$ cat config.mk
export PLATFORM = sky130hd
export DESIGN_NAME = reset_sequencer
export DESIGN_NICKNAME = d
export VERILOG_FILES = /design/src/rtl/reset_sequencer.sv
export SDC_FILE = /design/constraint.sdc
export NUM_CORES = 1
export LEC_CHECK = 0
export ABC_AREA = 1
export BUFFER_PORTS_ARGS = -buffer_cell sky130_fd_sc_hd__buf_2
export CORE_UTILIZATION = 50
export CTS_CLUSTER_DIAMETER = 150
export DETAILED_ROUTE_END_ITERATION = 8
export PLACE_DENSITY = 0.74
export SYNTH_ARGS = -nofsm -noshare
export SYNTH_HDL_FRONTEND = slang
export SYNTH_SLANG_ARGS = --single-unit
export TNS_END_PERCENT = 10
$ cat constraint.sdc
create_clock -name clk -period 1.63 [get_ports clk]
set_input_delay 0.2445 -clock clk [delete_from_list [all_inputs] [get_ports clk]]
set_output_delay 0.2445 -clock clk [all_outputs]
set_load 0.05 [all_outputs]
$ cat src/rtl/reset_sequencer.sv
// Reset sequencer: synchronizes the release of an asynchronous reset, holds the
// downstream reset for a fixed time, and generates fixed-length software resets.
module reset_sequencer #(
    parameter int SYNC_STAGES   = 2,
    parameter int HOLD_CYCLES   = 16,
    parameter int SW_RST_CYCLES = 8,
    parameter int CNT_W         = 8
) (
    input  logic             clk,
    input  logic             arst,
    input  logic             sw_rst_req,
    output logic             rst_out_n,
    output logic             rst_done,
    output logic [1:0]       state,
    output logic [CNT_W-1:0] cycle_cnt
);

    // state  | meaning
    // ASSERT | reset held, waiting for synchronized release
    // HOLD   | counting HOLD_CYCLES before releasing rst_out_n
    // RUN    | reset released, sequence complete
    // SWRST  | software reset pulse of SW_RST_CYCLES
    typedef enum logic [1:0] {
        ST_ASSERT = 2'd0,
        ST_HOLD   = 2'd1,
        ST_RUN    = 2'd2,
        ST_SWRST  = 2'd3
    } state_t;

    localparam logic [CNT_W-1:0] HOLD_LAST = CNT_W'(HOLD_CYCLES - 1);
    localparam logic [CNT_W-1:0] SW_LAST   = CNT_W'(SW_RST_CYCLES - 1);

    logic [SYNC_STAGES-1:0] sync_q, sync_d;
    logic                   sync_rel;
    state_t                 state_q, state_d;
    logic [CNT_W-1:0]       cnt_q, cnt_d;
    logic                   rst_out_n_q, rst_out_n_d;
    logic                   rst_done_q, rst_done_d;

    always_comb begin
        sync_d = {sync_q[SYNC_STAGES-2:0], 1'b1};
    end

    assign sync_rel = sync_q[SYNC_STAGES-1];

    always_comb begin
        state_d     = state_q;
        cnt_d       = cnt_q;
        rst_out_n_d = rst_out_n_q;
        rst_done_d  = rst_done_q;
        case (state_q)
            ST_ASSERT: begin
                cnt_d       = '0;
                rst_out_n_d = 1'b0;
                rst_done_d  = 1'b0;
                if (sync_rel) begin
                    state_d = ST_HOLD;
                end
            end
            ST_HOLD: begin
                if (cnt_q == HOLD_LAST) begin
                    state_d     = ST_RUN;
                    cnt_d       = '0;
                    rst_out_n_d = 1'b1;
                    rst_done_d  = 1'b1;
                end else begin
                    cnt_d = cnt_q + CNT_W'(1);
                end
            end
            ST_RUN: begin
                if (sw_rst_req) begin
                    state_d     = ST_SWRST;
                    cnt_d       = '0;
                    rst_out_n_d = 1'b0;
                    rst_done_d  = 1'b0;
                end
            end
            ST_SWRST: begin
                // Requests are ignored here so a held request cannot stretch the pulse.
                if (cnt_q == SW_LAST) begin
                    state_d     = ST_RUN;
                    cnt_d       = '0;
                    rst_out_n_d = 1'b1;
                    rst_done_d  = 1'b1;
                end else begin
                    cnt_d = cnt_q + CNT_W'(1);
                end
            end
            default: begin
                state_d     = ST_ASSERT;
                cnt_d       = '0;
                rst_out_n_d = 1'b0;
                rst_done_d  = 1'b0;
            end
        endcase
    end

    always_ff @(posedge clk or negedge arst) begin
        if (!arst) begin
            sync_q      <= '0;
            state_q     <= ST_ASSERT;
            cnt_q       <= '0;
            rst_out_n_q <= 1'b0;
            rst_done_q  <= 1'b0;
        end else begin
            sync_q      <= sync_d;
            state_q     <= state_d;
            cnt_q       <= cnt_d;
            rst_out_n_q <= rst_out_n_d;
            rst_done_q  <= rst_done_d;
        end
    end

    assign rst_out_n = rst_out_n_q;
    assign rst_done  = rst_done_q;
    assign state     = state_q;
    assign cycle_cnt = cnt_q;

endmodule

### Word-level counts from Yosys, hierarchy flattened

Index checks and enable logic that the tools add are counted.

* bits in registers: 13
* bits of input ports: 3
* word-level logic and storage cells: 30

* add/sub/neg operators: 1
* equality and inequality tests: 9
* muxes and demuxes: 13
* reductions and logical operators: 3

Operators with widths (count)
* $pmux W8 S4: 1
* $mux W8: 3
* $add A8 B1 Y8 const B: 1
* $eq A8 B3 Y1 const B: 1
* $eq A8 B4 Y1 const B: 1
* $mux W2: 4
* $ne A2 B2 Y1 const B: 4
* $pmux W2 S4: 1
* $eq A2 B2 Y1 const B: 2
* $pmux W1 S4: 1
* $reduce_and A4 Y1: 1
* $mux W1: 3
* $reduce_and A3 Y1: 1
* $eq A2 B1 Y1 const B: 1
* $logic_not A2 Y1: 1

### Longest topological paths before layout

Gate-level depths: netlist of run 1.

* depth after elaboration: 3
* mapped depth: 7
* depth with buffers taken out: 7

### Worst setup path after synthesis of run 1

No wires, ideal clock.

* path kind: flip-flop to flip-flop
* start point: register cnt_q[0], in the netlist cycle_cnt[0]
* end point: register cnt_q[0], in the netlist cycle_cnt[0]
* setup time: 0.118 ns
* arrival time: 1.535 ns
* path slack: -0.023 ns
* cell stages (with the launch flop): 7
* path buffers: 0
* cell sequence: dfrtp_1 > ha_1 > nand3_2 > o21bai_2 > nand2_2 > nand2_1 > nand2_1

* longest elaborated chain between the ends: 3
* elaborated cells on any way between the ends: 6

Ends and longest elaborated chain
* start, declared: line 36 `logic [CNT_W-1:0] cnt_q, cnt_d;`
* start signal, assigned: line 108 `cnt_q <= cnt_d;`
* $add A8 B1 Y8 (tied with other cells): line 67, 86
* $mux W8 (on tied branches): line 80, 61
* $pmux W8 S4 *: line 51 `case (state_q)`

Every way passes the cells marked *; elsewhere a longest branch is shown, timed or not.
A chain may end at the register's enable or synchronous reset.

### Worst setup path after layout of run 1

* start point: register cnt_q[0], in the netlist cycle_cnt[0]
* end point: register cnt_q[4], in the netlist cycle_cnt[4]

Same word-level chain as after synthesis.

==> flow_metrics.tcl, run 1 <==
set metrics [dict create \
    diodes 0 \
    dieArea_um2 1530 \
    timing.hold.ws_ps 326 \
    grt-ovfl-total 0 \
    ys_seq_area_share_pct 47.1 \
    cts_root_buf "clkbuf_4" \
    cp.required_ps 1790 \
    synthFlopType "dfrtp_1" \
    wl_um 1350 \
    crit_start "cycle_cnt[0]$_DFFE_PN0N_" \
    slowest_delay_ps 410 \
    nets 117 \
    period_share_pct 86.8 \
    fin_area_um2 810 \
    max-cap-violations 0 \
    async_reset_ff_share_pct 100 \
    wl_per_cell_um 10.6 \
    power_per_cell_area_nw_per_um2 1940 \
    antenna_found_initial 0 \
    drt_iter0_markers 15 \
    peakVddDrop_mv 0.937 \
    insertion_delay_ps 270 \
    grt_first_pass_wirelength_um 2040 \
    drt-pass1-iter-count 4 \
    detail-route-antenna-nets 0 \
    status "finished, final reports clean" \
    ys_ff_latch 13 \
    cts_tree "done" \
    postCtsSetupBuffers 0 \
    crit_type "flop to flop" \
    syn_inst 94 \
    place_area_um2 773 \
    grt_usage_pct 19.8 \
    clkTransAtPathRegs_ps 80 \
    gp_congestion 0.888 \
    grt_pass1_vias 502 \
    critical_path.cell_chain "ha_1 > nand3_2 > o21bai_2 > nand2_2 > nand2_1 > nand2_1" \
    synthesis.nets 98 \
    dp.cells 122 \
    synth-edff-count 0 \
    leakagePower_nw 0.461 \
    reg2reg_depth 6 \
    io_buffers 14 \
    dieHeight_um 39.2 \
    finClkSkew_ps 4.74 \
    synth_top_area_share_pct 47.1 \
    endpoint "cycle_cnt[4]$_DFFE_PN0N_" \
    synth.most_common_cell "nand2_1" \
    viasPerCell 4.92 \
    clockBufferDepth 2 \
    final_cells 127 \
    numCtsBuffers 3 \
    design.portCount 15 \
    dp_hpwl_um 977 \
    crit_fanout 6 \
    reg2reg_slack_ps 220 \
    row_count 13 \
    initial_core_util_pct 53.7 \
    layout-drive-gt1-share_pct 19.6 \
    start_kind "flop" \
    avgSynthCellArea_um2 7.35 \
    yosys-top-cells-count "nand2_1 (45), dfrtp_1 (13), inv_1 (10)" \
    cts_sinks 13 \
    remaining_drc_errors 0 \
    reg2reg_from "cycle_cnt[0]$_DFFE_PN0N_" \
    final_util_pct 63.0 \
    syn2layout_area_growth_pct 17.2 \
    fp.dieW_um 39.2 \
    layout_setup_ws_ps 215 \
    yosys_warnings 0 \
    critical_path.most_common_cell "nand2_1" \
    rr_endpoint "cycle_cnt[4]$_DFFE_PN0N_" \
    yosys-top-cells-area "dfrtp_1 (47%), nand2_1 (24%), inv_1 (5.4%), nor2_1 (4.3%), nand3_1 (2.2%)" \
    finalPower_mw 1.57 \
    yosysUniqueCellTypes 17 \
    dp_slack_ps 245 \
    yosys.area.top_type "dfrtp_1" \
    hold_violations 0 \
    grt_max_degree 14 \
    period_minus_slack_ps 1410 \
    cp.arrival_ps 1580 \
    final.setup.tns_ps 0 \
    critPathCaptureType "flop" \
    finalSetupViolations 0 \
    fmax_ghz 0.707 \
    ctsHtreeMaxLevel 1 \
    cp_slowest_cell "dfrtp_2" \
    drv_slew 0 \
    fp.coreArea_um2 1280 \
    num_vias 625 \
    grt_setup_unrepaired "false" \
    hp-class "input pin to flop" \
    mappedNetlistArea_um2 691 \
]
-- critical path: cells and delay by family, from the launching register on --
| family | cells | cell delay [ps] |
|---|---|---|
| flip-flops | 1 | 410 |
| AO/OA/AOI/OAI | 1 | 210 |
| AND/OR/NAND/NOR | 4 | 410 |
| adder cells (fa/ha/maj) | 1 | 280 |
-- metal layers --
layer | GRT usage (%) | wire (um) | vias to the layer above
met3 | 5.20 | 64 | 0
met2 | 32.1 | 614 | 16
met5 | 0 | 0 | -
li1 | - | - | 326
met1 | 25.9 | 667 | 283
met4 | 5.17 | 0 | 0
-- cell usage in the layout, fill, tap and decap left out --
cell type / synthesis / layout
nand2_1: 45 / 45
nand3b_1: 2 / 2
nand3_2: 1 / 1
o211ai_1: 2 / 2
xor2_1: 1 / 1
inv_1: 10 / 10
o21ai_0: 1 / 1
o21ai_2: 1 / 1
o21bai_2: 1 / 1
clkbuf_1: 0 / 1
nand3_1: 3 / 3
buf_2: 0 / 14
dfrtp_1: 13 / 12
ha_1: 1 / 1
a21oi_1: 2 / 2
conb_1: 1 / 1
nand2_2: 1 / 1
dlygate4sd3_1: 0 / 1
nor2_1: 8 / 8
dfrtp_2: 0 / 1
clkbuf_4: 0 / 3
-- where the power goes --
group          switching (mW)  internal [mW]  leakage [nW]
Clock                   0.105         0.0947        0.0150
Combinational           0.630          0.200         0.289
Sequential              0.124          0.417         0.157
Total                   0.859          0.711         0.461
-- sequential cells by signal, summed over array words and instances (netlist names) --
signal / count
cycle_cnt: 8
state: 2
sync_q: 2
rst_done: 1
-- kinds of logic (layout without fill, tap and decap cells) --
group           count (synthesis)  after routing  synth area share, %
simple gates                   60             60                 35.5
flops                          13             13                 47.1
xor+xnor                        1              1                 1.27
compound gates                  7              7                 7.25
fa+ha+maj                       1              1                 1.81
other cells                     1              1                0.543
buf+inv                        11             29                 6.52
-- worst min-delay path by stage --
stage / from / endpoint / slack [ps] / depth (start not counted)
after floorplan: arst / cycle_cnt[0]$_DFFE_PN0N_ / -50 / 0
after global placement: arst / cycle_cnt[6]$_DFFE_PN0N_ / 150 / 1
after detailed placement: arst / cycle_cnt[6]$_DFFE_PN0N_ / 150 / 1
after CTS: sw_rst_req / cycle_cnt[2]$_DFFE_PN0N_ / 320 / 4
after global routing: sw_rst_req / cycle_cnt[2]$_DFFE_PN0N_ / 350 / 4
final: sw_rst_req / cycle_cnt[2]$_DFFE_PN0N_ / 330 / 4
-- timing repair --
item | in CTS | in global routing
resized for setup | 0 | 0
hold buffers | 1 | 0
hold endpoints to repair | 13 | 0
endpoints found under the setup margin | 0 | 0
-- cell type report --
type                    instances  area, um^2
multi-input cells              70         320
well taps                      15        18.8
repair buffers                 15        80.1
clock buffers                   4        26.3
flip-flops and latches         13         327
inverters                      10        37.5
fillers                       120         475
(Power assumes the default switching activity.)
==> inputs of run 2 (changes only) <==
Settings changed: ABC_AREA 1 to default, CORE_AREA from default to 2 2 39 41, CORE_UTILIZATION 50 to default, DIE_AREA from default to 0 0 41 43, PLACE_DENSITY 0.74 to 0.72.
==> run 2 against run 1 <==
Against the previous run:
- fmax fell by 19%
- the run now ends with negative setup slack left
- utilization rose by 1.9 points
- synthesized area fell by 8.5%
- combinational power rose by 36%
- synthesized cell count fell by 32%
- hold slack improved by 30 ps
- global-route usage fell by 0.42 points
- clock-buffer cell count did not move
- via count fell by 4.3%
- routed wire length rose by 6.5%
- non-clock buffer count rose by 17
- die area rose by 15%
- critical path type unchanged
==> flow_metrics.tcl, run 2 <==
set metrics [dict create \
    status "complete, but fails checks" \
    violations "negative setup slack" \
    async_reset_ff_share_pct 100 \
    synth_compound_area_share_pct 13.1 \
    critical_path.cell_chain "or4_4 > o31ai_4 > nor2_1 > a211o_1" \
    synth_top_family_by_area "simple AND/OR/NAND/NOR gates" \
    ys_seq_area_share_pct 51.5 \
    cts_root_buf "clkbuf_4" \
    synthMuxAreaShare_pct 0 \
    dp_hpwl_um 1090 \
    num_vias 598 \
    synth-edff-count 0 \
    numCtsBuffers 3 \
    dp_slack_ps -165 \
    cp_num_cells 4 \
    yosys-top-cells-area "dfrtp_1 (51%), nand2_1 (7.1%), nand3_1 (5.5%), o31ai_4 (3.4%), o21ai_0 (3.2%)" \
    fp.dieW_um 41 \
    fmax_ghz 0.572 \
    fp.coreArea_um2 1380 \
    dp.cells 108 \
    yosys-top-cells-count "dfrtp_1 (13), nand2_1 (12), nand3_1 (7)" \
    wl_per_cell_um 12.7 \
    drv_slew 0 \
    seqCellArea_um2 334 \
    clockBufferDepth 2 \
    finalSetupViolations 5 \
    critPathCaptureType "flop" \
    synth.most_common_cell "dfrtp_1" \
    rr_endpoint "cycle_cnt[3]$_DFFE_PN0N_" \
    nets 102 \
    grt-ovfl-total 0 \
    reg2reg_slack_ps -120 \
    period_minus_slack_ps 1750 \
    largest_reg_flops 8 \
    antenna_found_initial 0 \
    multiInputGateArea_um2 307 \
    insertion_delay_ps 270 \
    layout_common_cells "buf_4 (17), buf_2 (14), nand2_1 (11)" \
    yosysUniqueCellTypes 25 \
    finClkSkew_ps 2.09 \
    clkTransAtPathRegs_ps 80 \
    io_buffers 14 \
    grt_first_pass_wirelength_um 2270 \
    cp_top_family "simple AND/OR/NAND/NOR gates" \
    critPathBufInv 0 \
    grt_setup_unrepaired "true" \
    wl_um 1430 \
    synth_xor_area_share_pct 4.16 \
    max-cap-violations 0 \
    diodes 0 \
    grt_pass1_vias 539 \
    gp_congestion 0.793 \
    drt_iter0_markers 14 \
    crit_type "flop to flop" \
    grt_max_degree 14 \
    syn2layout_area_growth_pct 42.2 \
    cp_slowest_cell "or4_4" \
    synthFlopType "dfrtp_1" \
    cp.required_ps 1790 \
    drt-pass1-iter-count 4 \
    layout_setup_ws_ps -117 \
    reg2reg_depth 4 \
    final_cells 113 \
    layout-drive-gt1-share_pct 52.6 \
    cp.arrival_ps 1910 \
    crit_start "cycle_cnt[7]$_DFFE_PN0N_" \
    initial_core_util_pct 45.7 \
    cts_tree "done" \
    period_share_pct 107 \
    ctsHtreeMaxLevel 1 \
    synth_fa_ha_area_share_pct 1.98 \
    endpoint "cycle_cnt[3]$_DFFE_PN0N_" \
    mappedNetlistArea_um2 632 \
    fillers 116 \
    leakagePower_nw 0.439 \
    viasPerCell 5.29 \
    synth_top_area_share_pct 51.5 \
    detail-route-antenna-nets 0 \
    peakVddDrop_mv 1.30 \
    dieArea_um2 1760 \
    dieHeight_um 43 \
    hold_violations 0 \
    yosys_warnings 0 \
    power_per_cell_area_nw_per_um2 2020 \
    synth-simple-area-share_pct 25.7 \
    crit_fanout 8 \
    yosys.area.top_type "dfrtp_1" \
    syn_inst 64 \
    design.portCount 15 \
    ys_ff_latch 13 \
    postCtsSetupBuffers 0 \
    reg2reg_from "cycle_cnt[7]$_DFFE_PN0N_" \
    row_count 14 \
    slowest_delay_ps 550 \
    synthesis.nets 68 \
    avgSynthCellArea_um2 9.87 \
    start_kind "flop" \
    hp-class "flop to flop" \
    remaining_drc_errors 0 \
    final_common_cell "buf_4" \
    cts_sinks 13 \
    grt_usage_pct 19.4 \
]
run 2: cell families after synthesis:
family	after synthesis
XOR/XNOR	3
AND/OR/NAND/NOR	32
flip-flops	13
other	1
buffers and inverters	4
adder cells (fa/ha/maj)	1
AO/OA/AOI/OAI	10
run 2: worst reg2reg max path, delay by kind of cell (launching register included):
family	cells	cell delay, ps
and+or+nand+nor	2	620
AOI/OAI and AO/OA	2	600
DFF	1	400
run 2: per-layer routing:
layer / wire [um] / track usage, % / up-vias / part of all wire (%)
li1: - / - / 291 / -
met1: 606 / 24.5 / 289 / 42
met2: 747 / 31.3 / 16 / 52
met3: 72 / 3.14 / 2 / 5.0
met4: 8 / 8.00 / 0 / 0.56
met5: 0 / 0 / - / 0
run 2: repair_timing:
action,in CTS,in global routing
hold endpoints to repair,13,0
endpoints found under the setup margin,7,8
pin swaps,3,1
resized for setup,3,2
hold buffers,1,0
run 2: through the flow:
step / instance area, um^2 / power (mW) / hold WS [ps] / utilization (%) / TNS (ps)
6_report: 898 / 1.82 / 356 / 64.9 / -203
5_1_grt: 898 / 1.92 / 370 / 64.9 / -783
4_1_cts: 890 / 1.80 / 358 / 64.3 / -266
3_3_place_gp: 851 / 1.56 / 145 / 61.5 / -239
3_5_place_dp: 851 / 1.59 / 148 / 61.5 / -530
2_1_floorplan: 649 / 1.21 / -51.1 / - / -880
run 2: worst min path at each step:
stage | from | endpoint | slack (ps) | cells past startpoint
floorplan | arst | cycle_cnt[0]$_DFFE_PN0N_ | -50 | 0
global placement | arst | sync_q[0]$_DFF_PN0_ | 140 | 1
detailed placement | arst | sync_q[0]$_DFF_PN0_ | 150 | 1
CTS | sync_q[0]$_DFF_PN0_ | sync_q[1]$_DFF_PN0_ | 360 | 0
global route | sync_q[0]$_DFF_PN0_ | sync_q[1]$_DFF_PN0_ | 370 | 0
finish | sync_q[0]$_DFF_PN0_ | sync_q[1]$_DFF_PN0_ | 360 | 0
run 2: final cells by class:
cell class | count | share of cell area (%)
inverter | 1 | 0.418
sequential | 13 | 37.2
clock buffer | 4 | 2.92
multi-input combinational | 47 | 34.1
timing repair buffer | 32 | 23.1
tap | 16 | 2.23
run 2: where the power goes:
group / switching [mW] / leakage [nW] / total, mW / internal, mW
clock network: 0.103 / 0.0150 / 0.198 / 0.0948
logic: 0.712 / 0.272 / 1.13 / 0.417
registers: 0.0634 / 0.151 / 0.488 / 0.425
==> inputs of run 3 (changes only) <==
Settings changed: CORE_AREA 2 2 39 41 to 3 3 40 42, DIE_AREA 0 0 41 43 to 0 0 43 45.
==> run 3 against run 2 <==
Against the previous run:
- the flow still finishes with violations (negative setup slack)
- setup slack improved by 28 ps
- sequential share of layout area is 0.56 points lower
- die area up 9.8%
- clock skew up 3.7 ps
- flip-flop and latch count unchanged
- via count rose by 3.0%
- fmax rose by 1.6%
- critical path type unchanged
- largest power group unchanged
==> flow_metrics.tcl, run 3 (synthesized netlist as in run 2, its figures left out) <==
set metrics [dict create \
    slowest_delay_ps 550 \
    wl_um 1480 \
    grt-ovfl-total 0 \
    clkTransAtPathRegs_ps 80 \
    leakagePower_nw 0.455 \
    cts_root_buf "clkbuf_4" \
    timing.hold.ws_ps 356 \
    drv_slew 0 \
    violations "negative setup slack" \
    finalSetupViolations 4 \
    hp-class "input pin to asynchronous set/reset pin" \
    fp.coreArea_um2 1280 \
    layout-drive-gt1-share_pct 55.1 \
    grt_usage_pct 18.6 \
    grtUsageMet1_pct 22.0 \
    drt_iter0_markers 2 \
    initial_core_util_pct 49.2 \
    peakVddDrop_mv 1.21 \
    syn2layout_area_growth_pct 44.4 \
    fmax_ghz 0.581 \
    largest_reg_flops 8 \
    num_vias 616 \
    final_common_cell "buf_4" \
    fp.dieW_um 43 \
    nets 103 \
    dieArea_um2 1940 \
    grt_setup_unrepaired "true" \
    cp.required_ps 1810 \
    detail-route-antenna-nets 0 \
    grt_max_degree 14 \
    cp_slowest_cell "or4_4" \
    row_count 13 \
    dieHeight_um 45 \
    layout_common_cells "buf_4 (17), buf_2 (14), nand2_1 (11)" \
    gr-usage-met3_pct 3.59 \
    status "complete, but fails checks" \
    drt-pass1-iter-count 4 \
    grt_pass1_vias 593 \
    fillers 106 \
    clockBufferDepth 2 \
    start_kind "flop" \
    numCtsBuffers 3 \
    viasPerCell 5.45 \
    seqCellArea_um2 334 \
    antenna_found_initial 0 \
    critical_path.cell_chain "or4_4 > o31ai_4 > nor3_1 > a211o_1" \
    insertion_delay_ps 280 \
    diodes 0 \
    design.portCount 15 \
    grt_first_pass_wirelength_um 2580 \
    gp_congestion 0.826 \
    cts_sinks 13 \
    crit_type "flop to flop" \
    final.setup.tns_ps -178 \
    power_per_cell_area_nw_per_um2 2020 \
    cp_top_family "simple AND/OR/NAND/NOR gates" \
    dp_hpwl_um 1080 \
    critPathBufInv 0 \
    finClkSkew_ps 5.79 \
    wl_per_cell_um 13.1 \
    max-cap-violations 0 \
    multiInputGateArea_um2 309 \
    remaining_drc_errors 0 \
    cp.arrival_ps 1900 \
    period_share_pct 106 \
    cts_tree "done" \
    groute.layer.met2.usage_pct 30.8 \
    hold_violations 0 \
    critPathCaptureType "flop" \
    reg2reg_slack_ps -90 \
    crit_fanout 7 \
    ctsHtreeMaxLevel 1 \
    layout_setup_ws_ps -89.8 \
    busiest_layer "met2" \
    io_buffers 14 \
    period_minus_slack_ps 1720 \
    finalPower_mw 1.84 \
]
==> run 3: cell types whose count changed in the layout (fill, tap and decap cells not counted) <==
| cell | delta |
|---|---|
| buf_6 | +1 |
| clkbuf_1 | -1 |
| clkinv_2 | +1 |
| ha_1 | -1 |
| ha_2 | +1 |
| nand3_1 | -1 |
| nand3_2 | +1 |
| o21ai_0 | -1 |
| o21ai_1 | +1 |
| o31ai_1 | +1 |
| o31ai_2 | -1 |
==> run 3: per-stage QoR <==
stage / std cells / instance area (um^2) / util [%] / setup WS, ps
after floorplan: 64 / 649 / - / -239
after global placement: 107 / 850 / 66.1 / -99.8
after detailed placement: 107 / 850 / 66.1 / -145
after CTS: 113 / 912 / 71.0 / -105
after global routing: 113 / 912 / 71.0 / -137
final: 113 / 912 / 71.0 / -89.8
==> run 3: layout make-up <==
class	instances	area share (%)
Clock buffer	3	2.47
Clock inverter	1	0.549
Inverter	1	0.412
Multi-Input combinational cell	47	33.9
Sequential cell	13	36.6
Tap cell	15	2.06
Timing Repair Buffer	33	24.0
==> run 3: path summary, 6_finish.rpt <==
check                                                end  cells past startpoint                startpoint
worst min-delay path                state[1]$_DFFE_PN0P_                      2                      arst
worst min register to register       sync_q[1]$_DFF_PN0_                      0       sync_q[0]$_DFF_PN0_
min in group clk                     sync_q[1]$_DFF_PN0_                      0       sync_q[0]$_DFF_PN0_
worst max-delay path            cycle_cnt[3]$_DFFE_PN0N_                      4  cycle_cnt[4]$_DFFE_PN0N_
max in group asynchronous       cycle_cnt[5]$_DFFE_PN0N_                      2                      arst
worst max register to register  cycle_cnt[3]$_DFFE_PN0N_                      4  cycle_cnt[4]$_DFFE_PN0N_
==> run 3: layer usage <==
layer  vias to the layer above  part of all wire (%)  wire length [um]
met4                         0                   2.8                42
met2                        19                    48               713
met3                         5                   5.0                74
met5                         -                     0                 0
met1                       298                    44               646
li1                        294                     -                 -
==> run 3: power by group <==
part | total, mW | internal (mW) | switching [mW]
clock network | 0.201 | 0.0913 | 0.110
registers | 0.494 | 0.425 | 0.0694
logic | 1.14 | 0.437 | 0.708
total | 1.84 | 0.953 | 0.887
==> run 3: repair_timing <==
action | 4_1_cts | 5_1_grt
pin swaps | 6 | 2
hold buffers | 1 | 0
endpoints found under the setup margin | 8 | 8
setup buffers | 1 | 0
hold endpoints to repair | 13 | 0
gates resized for setup | 6 | 2
